===== src/rtl/duty_ramp.sv =====
// duty_ramp: soft-start / soft-stop duty controller for a downstream 256-clock
// PWM stage. The duty cycle moves toward the requested target in STEP
// increments, once every DIV PWM frames. A direction reversal always ramps
// through zero duty first. The estop input kills the drive on the next edge.
module duty_ramp #(
   parameter int unsigned STEP = 1,   // duty change per update, 1..255
   parameter int unsigned DIV  = 4    // PWM frames per duty update, 1..256
) (
   input  logic       clk,
   input  logic       rst_n,
   input  logic       run,
   input  logic [7:0] target,
   input  logic       dir_req,
   input  logic       estop,
   output logic [7:0] duty,
   output logic       enable,
   output logic       dir,
   output logic       at_target
);

   typedef enum logic [2:0] {
      ST_IDLE,
      ST_RAMP,
      ST_HOLD,
      ST_REVERSE,
      ST_STOP
   } state_t;

   localparam logic [7:0] STEP_B   = 8'(STEP);
   localparam logic [7:0] DIV_LAST = 8'(DIV - 1);

   state_t     state_q, state_d;
   logic [7:0] duty_q, duty_d;
   logic       enable_q, enable_d;
   logic       dir_q, dir_d;
   logic       at_target_q, at_target_d;
   logic [7:0] frame_q, frame_d;
   logic [7:0] div_q, div_d;

   logic       count_en;
   logic       frame_tick;
   logic       strobe;
   logic [7:0] eff_target;
   logic [8:0] up_sum;
   logic [8:0] dn_limit;
   logic [7:0] ramp_val;

   // Frame counter and update divider; both run only across consecutive
   // enabled cycles so the frame count matches the downstream PWM counter,
   // which starts from 0 on the first enabled clock.
   always_comb begin
      count_en   = enable_q && enable_d;
      frame_tick = enable_q && (frame_q == 8'hFF);
      strobe     = frame_tick && (div_q == DIV_LAST);
      frame_d    = count_en ? frame_q + 8'd1 : 8'd0;
      if (!count_en) begin
         div_d = 8'd0;
      end else if (frame_tick) begin
         div_d = strobe ? 8'd0 : div_q + 8'd1;
      end else begin
         div_d = div_q;
      end
   end

   // One ramp step toward the effective target, clamped so it never
   // overshoots the target and never wraps past 0 or 255.
   always_comb begin
      eff_target = ((state_q == ST_REVERSE) || !run) ? 8'd0 : target;
      up_sum     = {1'b0, duty_q} + {1'b0, STEP_B};
      dn_limit   = {1'b0, eff_target} + {1'b0, STEP_B};
      if (duty_q < eff_target) begin
         ramp_val = (up_sum > {1'b0, eff_target}) ? eff_target : up_sum[7:0];
      end else if (duty_q > eff_target) begin
         ramp_val = ({1'b0, duty_q} < dn_limit) ? eff_target : duty_q - STEP_B;
      end else begin
         ramp_val = duty_q;
      end
   end

   // Next-state and next-output logic for the control FSM.
   always_comb begin
      // NOTE: every signal gets a default first so no path through the case
      // leaves it unassigned, which would otherwise infer a latch.
      state_d = state_q;
      duty_d  = duty_q;
      dir_d   = dir_q;

      unique case (state_q)
         ST_IDLE: begin
            duty_d = 8'd0;
            dir_d  = dir_req;
            if (run && !estop) begin
               state_d = ST_RAMP;
            end
         end

         ST_RAMP: begin
            if (strobe) begin
               duty_d = ramp_val;
            end
            if (dir_req != dir_q) begin
               state_d = ST_REVERSE;
            end else if (run && (duty_q == eff_target)) begin
               state_d = ST_HOLD;
            end else if (!run && (duty_q == 8'd0)) begin
               state_d = ST_IDLE;
            end
         end

         ST_HOLD: begin
            if (dir_req != dir_q) begin
               state_d = ST_REVERSE;
            end else if (!run || (target != duty_q)) begin
               state_d = ST_RAMP;
            end
         end

         ST_REVERSE: begin
            // Direction is only ever swapped once the drive is at zero duty.
            if (duty_q == 8'd0) begin
               dir_d   = dir_req;
               state_d = run ? ST_RAMP : ST_IDLE;
            end else if (strobe) begin
               duty_d = ramp_val;
            end
         end

         ST_STOP: begin
            duty_d = 8'd0;
            if (!estop && !run) begin
               state_d = ST_IDLE;
            end
         end

         default: begin
            state_d = ST_IDLE;
            duty_d  = 8'd0;
         end
      endcase

      // Emergency stop overrides every state and kills the drive on the next edge.
      if (estop) begin
         state_d = ST_STOP;
         duty_d  = 8'd0;
         dir_d   = dir_q;
      end

      enable_d    = (state_d == ST_RAMP) || (state_d == ST_HOLD) ||
                    (state_d == ST_REVERSE);
      at_target_d = (state_d == ST_HOLD);
   end

   // State and output registers; reset forces a safe, fully idle drive.
   always_ff @(posedge clk or negedge rst_n) begin
      if (!rst_n) begin
         state_q     <= ST_IDLE;
         duty_q      <= 8'd0;
         enable_q    <= 1'b0;
         dir_q       <= 1'b0;
         at_target_q <= 1'b0;
         frame_q     <= 8'd0;
         div_q       <= 8'd0;
      end else begin
         // NOTE: non-blocking assignments so every register samples values
         // from before the edge, independent of statement order.
         state_q     <= state_d;
         duty_q      <= duty_d;
         enable_q    <= enable_d;
         dir_q       <= dir_d;
         at_target_q <= at_target_d;
         frame_q     <= frame_d;
         div_q       <= div_d;
      end
   end

   assign duty      = duty_q;
   assign enable    = enable_q;
   assign dir       = dir_q;
   assign at_target = at_target_q;

endmodule


===== config.mk =====
export PLATFORM = sky130hd
export DESIGN_NAME = duty_ramp
export DESIGN_NICKNAME = d
export VERILOG_FILES = /design/src/rtl/duty_ramp.sv
export SDC_FILE = /design/constraint.sdc
export NUM_CORES = 1
export LEC_CHECK = 0
export BUFFER_PORTS_ARGS = -buffer_cell sky130_fd_sc_hd__buf_2
export CORE_ASPECT_RATIO = 0.8
export CORE_MARGIN = 8
export CORE_UTILIZATION = 45
export DETAILED_ROUTE_END_ITERATION = 10
export GPL_ROUTABILITY_DRIVEN = 0
export GPL_TIMING_DRIVEN = 0
export HOLD_SLACK_MARGIN = 0.02
export SYNTH_ARGS = -nofsm -noshare
export SYNTH_HDL_FRONTEND = slang
export SYNTH_SLANG_ARGS = --single-unit

===== constraint.sdc =====
create_clock -name clk -period 5.6 [get_ports clk]
set_input_delay 0.28 -clock clk [delete_from_list [all_inputs] [get_ports clk]]
set_output_delay 0.28 -clock clk [all_outputs]
set_load 0.02 [all_outputs]

* Yosys cells after proc, flatten, opt, wreduce, memory -nomap -nowiden
Cells that the tools add are included.
Word-level totals: bits in read-only memories 0, logic and storage cells 77, input bits 13, flip-flop bits (word level) 30, output and inout port bits 11, memories 0, bits in latches 0, bits in writable memories 0
Operators by class: equal/unequal tests 16, divide/modulo/power cells 0, magnitude comparators 4, multipliers 0, reductions and logical operators 18, bitwise operators 1, add/sub/neg operators 5, shifts and indexed selects 0, muxes and demuxes 26
Operators with widths (count):
- 2-to-1 mux 8 bit | 12
- 2-to-1 mux 3 bit | 9
- case mux 8 bit (3 select lines) | 1
- adder 8 x 1 -> 9 bit, second input constant | 2
- adder 8 x 1 -> 8 bit, second input constant | 2
- case mux 3 bit (5 select lines) | 1
- equality test 3 x 2 -> 1 bit, second input constant | 4
- > comparator 9 x 8 -> 1 bit | 1
- < comparator 8 x 9 -> 1 bit | 1
- equality test 8 x 2 -> 1 bit, second input constant | 1
- equality test 8 bit | 1
- equality test 8 bit, second input constant | 1
- > comparator 8 bit | 1
- logical NOT 8 bit | 1
- < comparator 8 bit | 1
- inequality test 8 bit | 1
- subtractor 8 x 1 -> 8 bit, second input constant | 1
- logical AND 1 bit | 7
- equality test 3 x 1 -> 1 bit, second input constant | 2
- logical OR 1 bit | 4
- inequality test 2 x 1 -> 1 bit, second input constant | 2
- equality test 3 bit, second input constant | 1
- logical NOT 3 bit | 1
- inequality test 3 bit, second input constant | 1
- other kinds (9) | 11

* Logic depth before layout (Yosys ltp)
Gate-level depths: netlist of run 1.
depth after elaboration 14, mapped depth 15, gate-level depth less buffers 14

* Worst setup path after synthesis of run 1
No wires, ideal clock.
kind input port to flip-flop, from input port run, to register duty_q[2], in the netlist duty[2], buffers on the path 2, data required time 5.478 ns, path slack 2.207 ns, stages 15, data arrival time 3.272 ns, library setup time 0.122 ns, cells stage by stage clkbuf_1 -> and2_0 -> clkbuf_1 -> nand2_1 -> inv_1 -> ha_1 -> nand4_1 -> xnor2_1 -> ha_1 -> o211a_1 -> o31ai_1 -> a32o_1 -> a211oi_1 -> nand3_1 -> a32o_1
Between the ends: word-level cells in the longest chain between the ends 12, elaborated cells on any way between the ends 16, those cells by class add/sub: 1; order compare: 4; mux: 9; reduce/logical: 2
Ends and longest elaborated chain:
- start, declared | line 11 | input logic run,
- logical NOT 1 bit * | line 68 | eff_target = ((state_q == ST_REVERSE) || !run) ? 8'd0 : target;
- logical OR 1 bit * | line 68
- 2-to-1 mux 8 bit * | line 68
- adder 8 x 1 -> 9 bit | line 70 | dn_limit = {1'b0, eff_target} + {1'b0, STEP_B};
- < comparator 8 x 9 -> 1 bit | line 74 | ramp_val = ({1'b0, duty_q} < dn_limit) ? eff_target : duty_q - STEP_B;
- 2-to-1 mux 8 bit | line 74
- 2-to-1 mux 8 bit | line 73 | end else if (duty_q > eff_target) begin
- 2-to-1 mux 8 bit * | line 71 | if (duty_q < eff_target) begin
- 2-to-1 mux 8 bit * | line 98, 123
- 2-to-1 mux 8 bit | line 120 | if (duty_q == 8'd0) begin
- case mux 8 bit (3 select lines) * | line 88 | unique case (state_q)
- 2-to-1 mux 8 bit * | line 142 | if (estop) begin
- end signal, assigned | line 167 | duty_q <= duty_d;
- end, declared | line 33 | logic [7:0] duty_q, duty_d;
Mark *: on every way between the ends. The rest lies on a longest branch, timed or not. The select of a mux whose other input is x is not followed. A chain may end at the register's enable or synchronous reset.

* Worst setup path after layout of run 1
from register state_q[2], to register duty_q[2], in the netlist duty[2]
Between the ends: word-level cells in the longest chain between the ends 12, elaborated cells on any way between the ends 21, those cells by class add/sub: 1; order compare: 4; eq/ne: 5; mux: 9; reduce/logical: 2
Ends and longest elaborated chain:
- start, declared | line 32 | state_t state_q, state_d;
- start signal, assigned | line 166 | state_q <= state_d;
- equality test 3 x 2 -> 1 bit | line 68, 88
- logical OR 1 bit | line 68
- 2-to-1 mux 8 bit | line 68
- adder 8 x 1 -> 9 bit | line 70
- < comparator 8 x 9 -> 1 bit | line 74
- 2-to-1 mux 8 bit | line 74
- 2-to-1 mux 8 bit | line 73
- 2-to-1 mux 8 bit | line 71
- 2-to-1 mux 8 bit | line 98, 123
- 2-to-1 mux 8 bit | line 120
- case mux 8 bit (3 select lines) | line 88
- 2-to-1 mux 8 bit | line 142
Several ways; a longest one is shown, not always the timed one. The select of a mux whose other input is x is not followed.

==> flow_metrics.py, run 1 <==
metrics = {
    "critical_path": {
        "crit_type": "flop to flop",
        "arrival_ns": 4.58,
        "worst-endpoint-required_ns": 5.76,
        "crit_path_start_kind": "flop",
        "cp-end-kind": "flop",
        "critPathMaxFanout": 10,
    },
    "floorplan": {
        "io_pins": 24,
        "core_mm2": 0.006246,
        "die_x_um": 105.1,
        "die-area_mm2": 0.009166,
        "rows": 26,
        "initial_core_util": 0.4571,
        "die_y_um": 87.25,
    },
    "grt": {
        "use_met1": 0.2452,
        "grt_first_pass_wirelength_um": 12500,
        "met3_usage": 0.04512,
        "busiest_layer": "met1",
        "grt_max_degree": 31,
        "grt_overflow": 0,
        "antenna_found_initial": 0,
        "use_met2": 0.2423,
        "groute.usage.overall": 0.1701,
        "grt_pass1_vias": 2365,
    },
    "route": {
        "drtIter0Drc": 229,
        "wire_per_inst_um": 17.16,
        "drc_errors": 0,
        "wirelength_um": 7669,
        "drt_first_pass_iters": 4,
        "dr_total_vias": 2655,
        "viasPerCell": 5.940,
        "ant_nets": 0,
    },
    "run": {
        "cap_viol_max_count": 0,
    },
    "cts": {
        "clk_pin_slew_ns": 0.06,
        "cts_buffers": 5,
        "cts_tree": "built",
        "clk_latency_ns": 0.27,
        "cts-root-buf": "clkbuf_8",
        "post_cts_buffers": 0,
        "clock_sinks": 30,
        "post_cts_resized": 0,
        "htree_levels": 2,
        "hold_buffers": 0,
        "cts_buffer_depth": 2,
    },
    "finish": {
        "antenna_cells": 0,
        "multi_input_area_mm2": 0.002007,
        "final_cell_count_no_fill": 447,
        "final-seq-area_um2": 750.7,
        "area_growth_syn_to_layout_pct": 10.56,
        "post-route-util": 0.5054,
        "fin_nets": 405,
        "layout-drive-gt1-share": 0.1240,
        "nFillCells": 624,
    },
    "timing": {
        "tightest_slew_ns": 1.180,
        "fin_crit_ns": 4.422,
        "fmax_mhz": 226.1,
        "maxSlewViolCount": 0,
        "finalSetupTns_ns": 0,
        "finalCritPeriodShare": 0.7896,
        "hold_viol": 0,
        "slew_headroom": 0.1928,
        "rsz0062_at_grt": "false",
        "skew_ns": 0.004360,
        "finalSetupViolCount": 0,
    },
    "logic_synthesis": {
        "async_reset_ff_frac": 1.000,
        "synth_top_area_cell": "dfrtp_1",
        "synth_seq_cells": 30,
        "synth_nets": 377,
        "yosys_warnings": 0,
        "synthTopCellsByArea": "dfrtp_1 (26%), ha_1 (13%), xnor2_1 (6.1%)",
        "netlist_instances": 334,
        "synth-edff-count": 0,
        "synth_cell_types": 57,
        "synthFlopType": "dfrtp_1",
        "syn_area_mm2": 0.002855,
        "synth_top_area_share": 0.2629,
        "avgSynthCellArea_um2": 8.549,
        "synth-seq-area-share": 0.2629,
    },
    "status": {
        "status": "finished, final reports clean",
    },
    "pwr": {
        "p_per_area_mw_per_mm2": 155.6,
        "leakagePower_nw": 1.513,
        "ir_drop_uv": 87.50,
    },
    "placement": {
        "port_buffers": 21,
        "placedCellCount": 439,
        "hpwl_um": 5908,
    },
    "worst_hold_path": {
        "min_path_type": "input port to async pin",
    },
}
[final cells by class]
class / count / share of cell area
clock buffers: 7 / 0.02735
repair buffers: 21 / 0.03329
inverters: 11 / 0.01308
plain buffers: 14 / 0.01784
multi-input cells: 279 / 0.6357
clock inverters: 1 / 0.001585
flip-flops and latches: 30 / 0.2378
well taps: 84 / 0.03329
[synthesized netlist by cell type, types with 3 or more instances]
cell	number
nand2_1	32
dfrtp_1	30
ha_1	30
xnor2_1	20
xor2_1	18
nand3_1	15
nor2_1	15
and3_1	14
nor3_1	13
o21ai_0	13
clkbuf_1	11
a21oi_1	10
inv_1	10
nand4_1	8
o211ai_1	6
o21a_1	5
a31oi_1	4
and4_1	4
nor4_1	4
o211a_1	4
or2_2	4
or3_1	4
a21o_1	3
a221o_1	3
a221oi_1	3
a22o_1	3
buf_2	3
nand2b_1	3
nor2b_1	3
[layout by cell type, fill, tap and decap left out, types with 8 or more instances in the layout]
cell type	count
nand2_1	32
ha_1	30
dfrtp_1	30
buf_2	24
xnor2_1	20
xor2_1	18
nand3_1	15
nor2_1	15
and3_1	14
o21ai_0	13
nor3_1	13
clkbuf_1	12
inv_1	10
a21oi_1	10
nand4_1	8
[per-stage QoR]
step / instance area (um2) / power [mW] / setup slack (ns) / hold WS (ns)
after floorplan: 2855 / 0.2865 / 2.207 / -0.01559
after global placement: 3065 / 0.3159 / 1.242 / 0.3566
after detailed placement: 3065 / 0.3171 / 1.280 / 0.3607
after CTS: 3157 / 0.4986 / 1.301 / 0.05568
after global routing: 3157 / 0.5216 / 0.9098 / 0.09999
final: 3157 / 0.4911 / 1.178 / 0.03563
[power breakdown]
group	switching (mW)	internal [mW]	total, mW	leakage (nW)
combinational	0.0561	0.0333	0.0894	1.05
clock	0.0785	0.0990	0.177	0.0482
sequential	0.00393	0.220	0.224	0.413
[logic make-up after synthesis]
group	Yosys count	share of synthesized area
xor+xnor	38	0.1166
mux	3	0.01139
compound gates	72	0.1814
fa+ha+maj	30	0.1315
buf+inv	25	0.03418
simple gates	136	0.2620
flops	30	0.2629
[worst max-delay path, stage by stage (launching register included)]
cell	delay, ns
dfrtp_1	0.46
nand3b_1	0.14
and2_0	0.28
clkbuf_1	0.38
nand2_1	0.15
inv_1	0.19
ha_1	0.29
nand4_1	0.14
xnor2_1	0.15
ha_1	0.32
o211a_1	0.15
o31ai_1	0.11
a32o_1	0.32
a211oi_1	0.79
nand3_1	0.16
a32o_1	0.29
[worst paths after layout]
path	from	end	slack (ns)	cells past startpoint
setup / recovery	state_q[2]	duty[2]	1.18	15
hold / removal	rst_n	duty[7]	0.04	1
setup reg to reg	state_q[2]	duty[2]	1.18	15
hold reg to reg	frame_q[0]	frame_q[0]	0.46	1
max in group asynchronous	rst_n	frame_q[0]	5.12	1
min in group clk	dir_req	dir	0.26	2
[state kept, by name (all words and copies together), names as in the netlist]
register / cells
at_target: 1
dir: 1
div_q: 8
duty: 8
enable: 1
frame_q: 8
state_q: 3
[routing by layer]
| layer | wire [um] | vias up |
|---|---|---|
| met1 | 3893 | 1258 |
| li1 | - | 1302 |
| met2 | 3132 | 84 |
| met5 | 0 | - |
| met3 | 546 | 11 |
| met4 | 97 | 0 |
(Power assumes the default switching activity.)
==> run 2: changes to the inputs <==
--- a/config.mk
+++ b/config.mk
@@ -5,6 +5,7 @@
 export SDC_FILE = /design/constraint.sdc
 export NUM_CORES = 1
 export LEC_CHECK = 0
+export ABC_AREA = 1
 export BUFFER_PORTS_ARGS = -buffer_cell sky130_fd_sc_hd__buf_2
 export CORE_ASPECT_RATIO = 0.8
 export CORE_MARGIN = 8
@@ -13,6 +14,7 @@
 export GPL_ROUTABILITY_DRIVEN = 0
 export GPL_TIMING_DRIVEN = 0
 export HOLD_SLACK_MARGIN = 0.02
+export PLACE_DENSITY = 0.65
 export SYNTH_ARGS = -nofsm -noshare
 export SYNTH_HDL_FRONTEND = slang
 export SYNTH_SLANG_ARGS = --single-unit
==> constraint.sdc (replaced) <==
create_clock -name clk -period 3.61 [get_ports clk]
set_input_delay 0.1805 -clock clk [delete_from_list [all_inputs] [get_ports clk]]
set_output_delay 0.1805 -clock clk [all_outputs]
set_load 0.02 [all_outputs]
==> run 2 against run 1 <==
  * Fmax increased by 33%
  * Worst setup slack got worse by 0.89 ns
  * Combinational power increased by 54%
  * Routed wire length increased by 2.1%
  * Flip-flop and latch count unchanged
  * Largest cell class unchanged
==> flow_metrics.py, run 2 <==
metrics = {
    "floorplan": {
        "initial_core_util": 0.4596,
        "rows": 27,
        "die_x_um": 109.1,
        "die_y_um": 90.48,
        "die-area_mm2": 0.009871,
        "core_mm2": 0.006790,
        "io_pins": 24,
    },
    "route": {
        "met3WireLength_um": 447,
        "top_layer": "met4",
        "drtIter0Drc": 144,
        "drc_errors": 0,
        "wire_per_inst_um": 13.88,
        "dr_total_vias": 2868,
        "drt_first_pass_iters": 5,
        "wirelength_um": 7831,
        "wl_met1_um": 4029,
        "viasPerCell": 5.085,
        "wl_met2_um": 3244,
        "ant_nets": 0,
    },
    "cts": {
        "htree_levels": 2,
        "cts-root-buf": "clkbuf_8",
        "cts_buffers": 5,
        "clk_pin_slew_ns": 0.06,
        "cts_tree": "built",
        "clk_latency_ns": 0.29,
        "clock_sinks": 30,
        "cts_buffer_depth": 2,
    },
    "timing": {
        "fmax_mhz": 301.0,
        "fin_crit_ns": 3.322,
        "hold_viol": 0,
        "rsz0062_at_grt": "false",
        "maxSlewViolCount": 0,
        "finalSetupViolCount": 0,
        "slew_headroom": 0.5537,
        "holdWs_ns": 0.1546,
        "finalCritPeriodShare": 0.9203,
        "skew_ns": 0.006036,
        "finalSetupTns_ns": 0,
        "tightest_slew_ns": 0.6695,
    },
    "critical_path": {
        "crit_type": "flop to flop",
        "critPathMaxFanout": 9,
        "rr_worst_depth": 21,
        "arrival_ns": 3.54,
        "crit_path_start_kind": "flop",
        "cp-end-kind": "flop",
        "worst-endpoint-required_ns": 3.83,
    },
    "logic_synthesis": {
        "async_reset_ff_frac": 1.000,
        "netlist_instances": 445,
        "avgSynthCellArea_um2": 7.012,
        "synth_top_area_cell": "dfrtp_1",
        "synth_seq_cells": 30,
        "syn_area_mm2": 0.003120,
        "synth.most_common_cell": "nand2_1",
        "synthFlopType": "dfrtp_1",
        "ys_top_cells_by_count": "nand2_1 (101), inv_1 (68), nand3_1 (53)",
        "synth-edff-count": 0,
        "synth-seq-area-share": 0.2406,
        "synth_nets": 488,
        "synth_cell_types": 34,
        "yosys_warnings": 0,
        "synth_top_area_share": 0.2406,
        "synthTopCellsByArea": "dfrtp_1 (24%), nand2_1 (12%), ha_1 (12%)",
    },
    "grt": {
        "groute.usage.overall": 0.1642,
        "grt_pass1_vias": 2673,
        "grt_overflow": 0,
        "grt_first_pass_wirelength_um": 13020,
        "antenna_found_initial": 0,
        "grt_max_degree": 31,
    },
    "status": {
        "status": "finished, final reports clean",
    },
    "placement": {
        "hpwl_um": 6101,
        "port_buffers": 23,
    },
    "finish": {
        "area_growth_syn_to_layout_pct": 10.63,
        "antenna_cells": 0,
        "layout-drive-gt1-share": 0.1740,
        "fin_nets": 519,
        "layout_commonest_cell": "nand2_1",
        "final_cell_mix": "nand2_1 (101), inv_1 (68), nand3_1 (53)",
    },
    "pwr": {
        "p_per_area_mw_per_mm2": 223.3,
        "leakagePower_nw": 1.795,
        "ir_drop_uv": 107.6,
    },
    "run": {
        "cap_viol_max_count": 0,
    },
    "worst_hold_path": {
        "min_path_type": "input port to flop",
        "min_path_cells": 2,
    },
}
[run 2: changes by cell type after synthesis, sizes merged, moves of 11 or more]
cell	delta
xnor2	-15
and3	-14
nand3	+40
nand2	+83
clkbuf	-11
inv	+61
nor2	+42
[run 2: worst paths after layout]
| kind | startpoint | end | slack (ns) |
|---|---|---|---|
| setup / recovery | state_q[1] | duty[4] | 0.29 |
| hold / removal | dir_req | dir | 0.15 |
| setup reg to reg | state_q[1] | duty[4] | 0.29 |
| hold reg to reg | frame_q[0] | frame_q[0] | 0.51 |
| max in group asynchronous | rst_n | dir | 2.71 |
| min in group asynchronous | rst_n | frame_q[5] | 0.46 |
[run 2: timing repair]
item / CTS / global route
resized for setup: 0 / 2
buffers inserted: 0 / 0
hold endpoints to repair: 30 / 0
setup endpoints to repair: 0 / 8
hold buffers: 1 / 0
[run 2: worst max-delay path, stage by stage, from the launching register on]
cell and delay, ns:
dfrtp_1 0.45, nand3_2 0.15, nand2_4 0.13, nor2_1 0.26
ha_1 0.26, nand2_2 0.09, nor2_4 0.16, xor2_1 0.16
ha_1 0.27, nand2_1 0.07, inv_1 0.04, a21oi_1 0.14
nand2_1 0.09, nand2_1 0.06, nand2_1 0.05, nand2_1 0.05
nand2_1 0.25, nand2_2 0.27, nand2_1 0.07, nand3_1 0.07
nand3_1 0.07, nand2_1 0.11
[run 2: kinds of logic (layout without fill, tap and decap cells)]
kind of cell | count (synthesis) | after routing | share of synthesized area
buffers and inverters | 77 | 109 | 0.1002
XOR/XNOR | 25 | 25 | 0.07017
adder cells (fa/ha/maj) | 30 | 30 | 0.1203
multiplexers | 1 | 1 | 0.003608
AND/OR/NAND/NOR | 253 | 253 | 0.4126
flip-flops | 30 | 30 | 0.2406
AO/OA/AOI/OAI | 29 | 29 | 0.05253
[run 2: power breakdown]
group	switching [mW]	total [mW]	internal [mW]
logic	0.0925	0.138	0.0459
clock network	0.134	0.287	0.154
registers	0.00474	0.345	0.340
total	0.231	0.771	0.540
[run 2: final cells by class]
type | count | area, um2
well taps | 87 | 108.9
plain buffers | 5 | 42.54
clock inverters | 1 | 5.005
flip-flops and latches | 30 | 750.7
clock buffers | 7 | 86.33
multi-input cells | 338 | 2063
fillers | 697 | 3338
repair buffers | 24 | 125.1
inverters | 72 | 270.3
[run 2: layer usage]
metal / global-route usage / up-vias
met5: 0 / -
met4: 0.04778 / 0
met3: 0.03067 / 10
met2: 0.2371 / 83
met1: 0.2383 / 1295
li1: - / 1480
[run 2: metrics by stage]
stage	instances	utilization	worst slack (ns)	area, um2	power [mW]
floorplan	445	-	0.9326	3120	0.4424
global placement	555	0.4925	0.2621	3344	0.4845
detailed placement	555	0.4925	0.2576	3344	0.4866
CTS	564	0.5075	0.2390	3446	0.7774
global route	564	0.5084	0.06334	3452	0.8130
finish	564	0.5084	0.2878	3452	0.7708
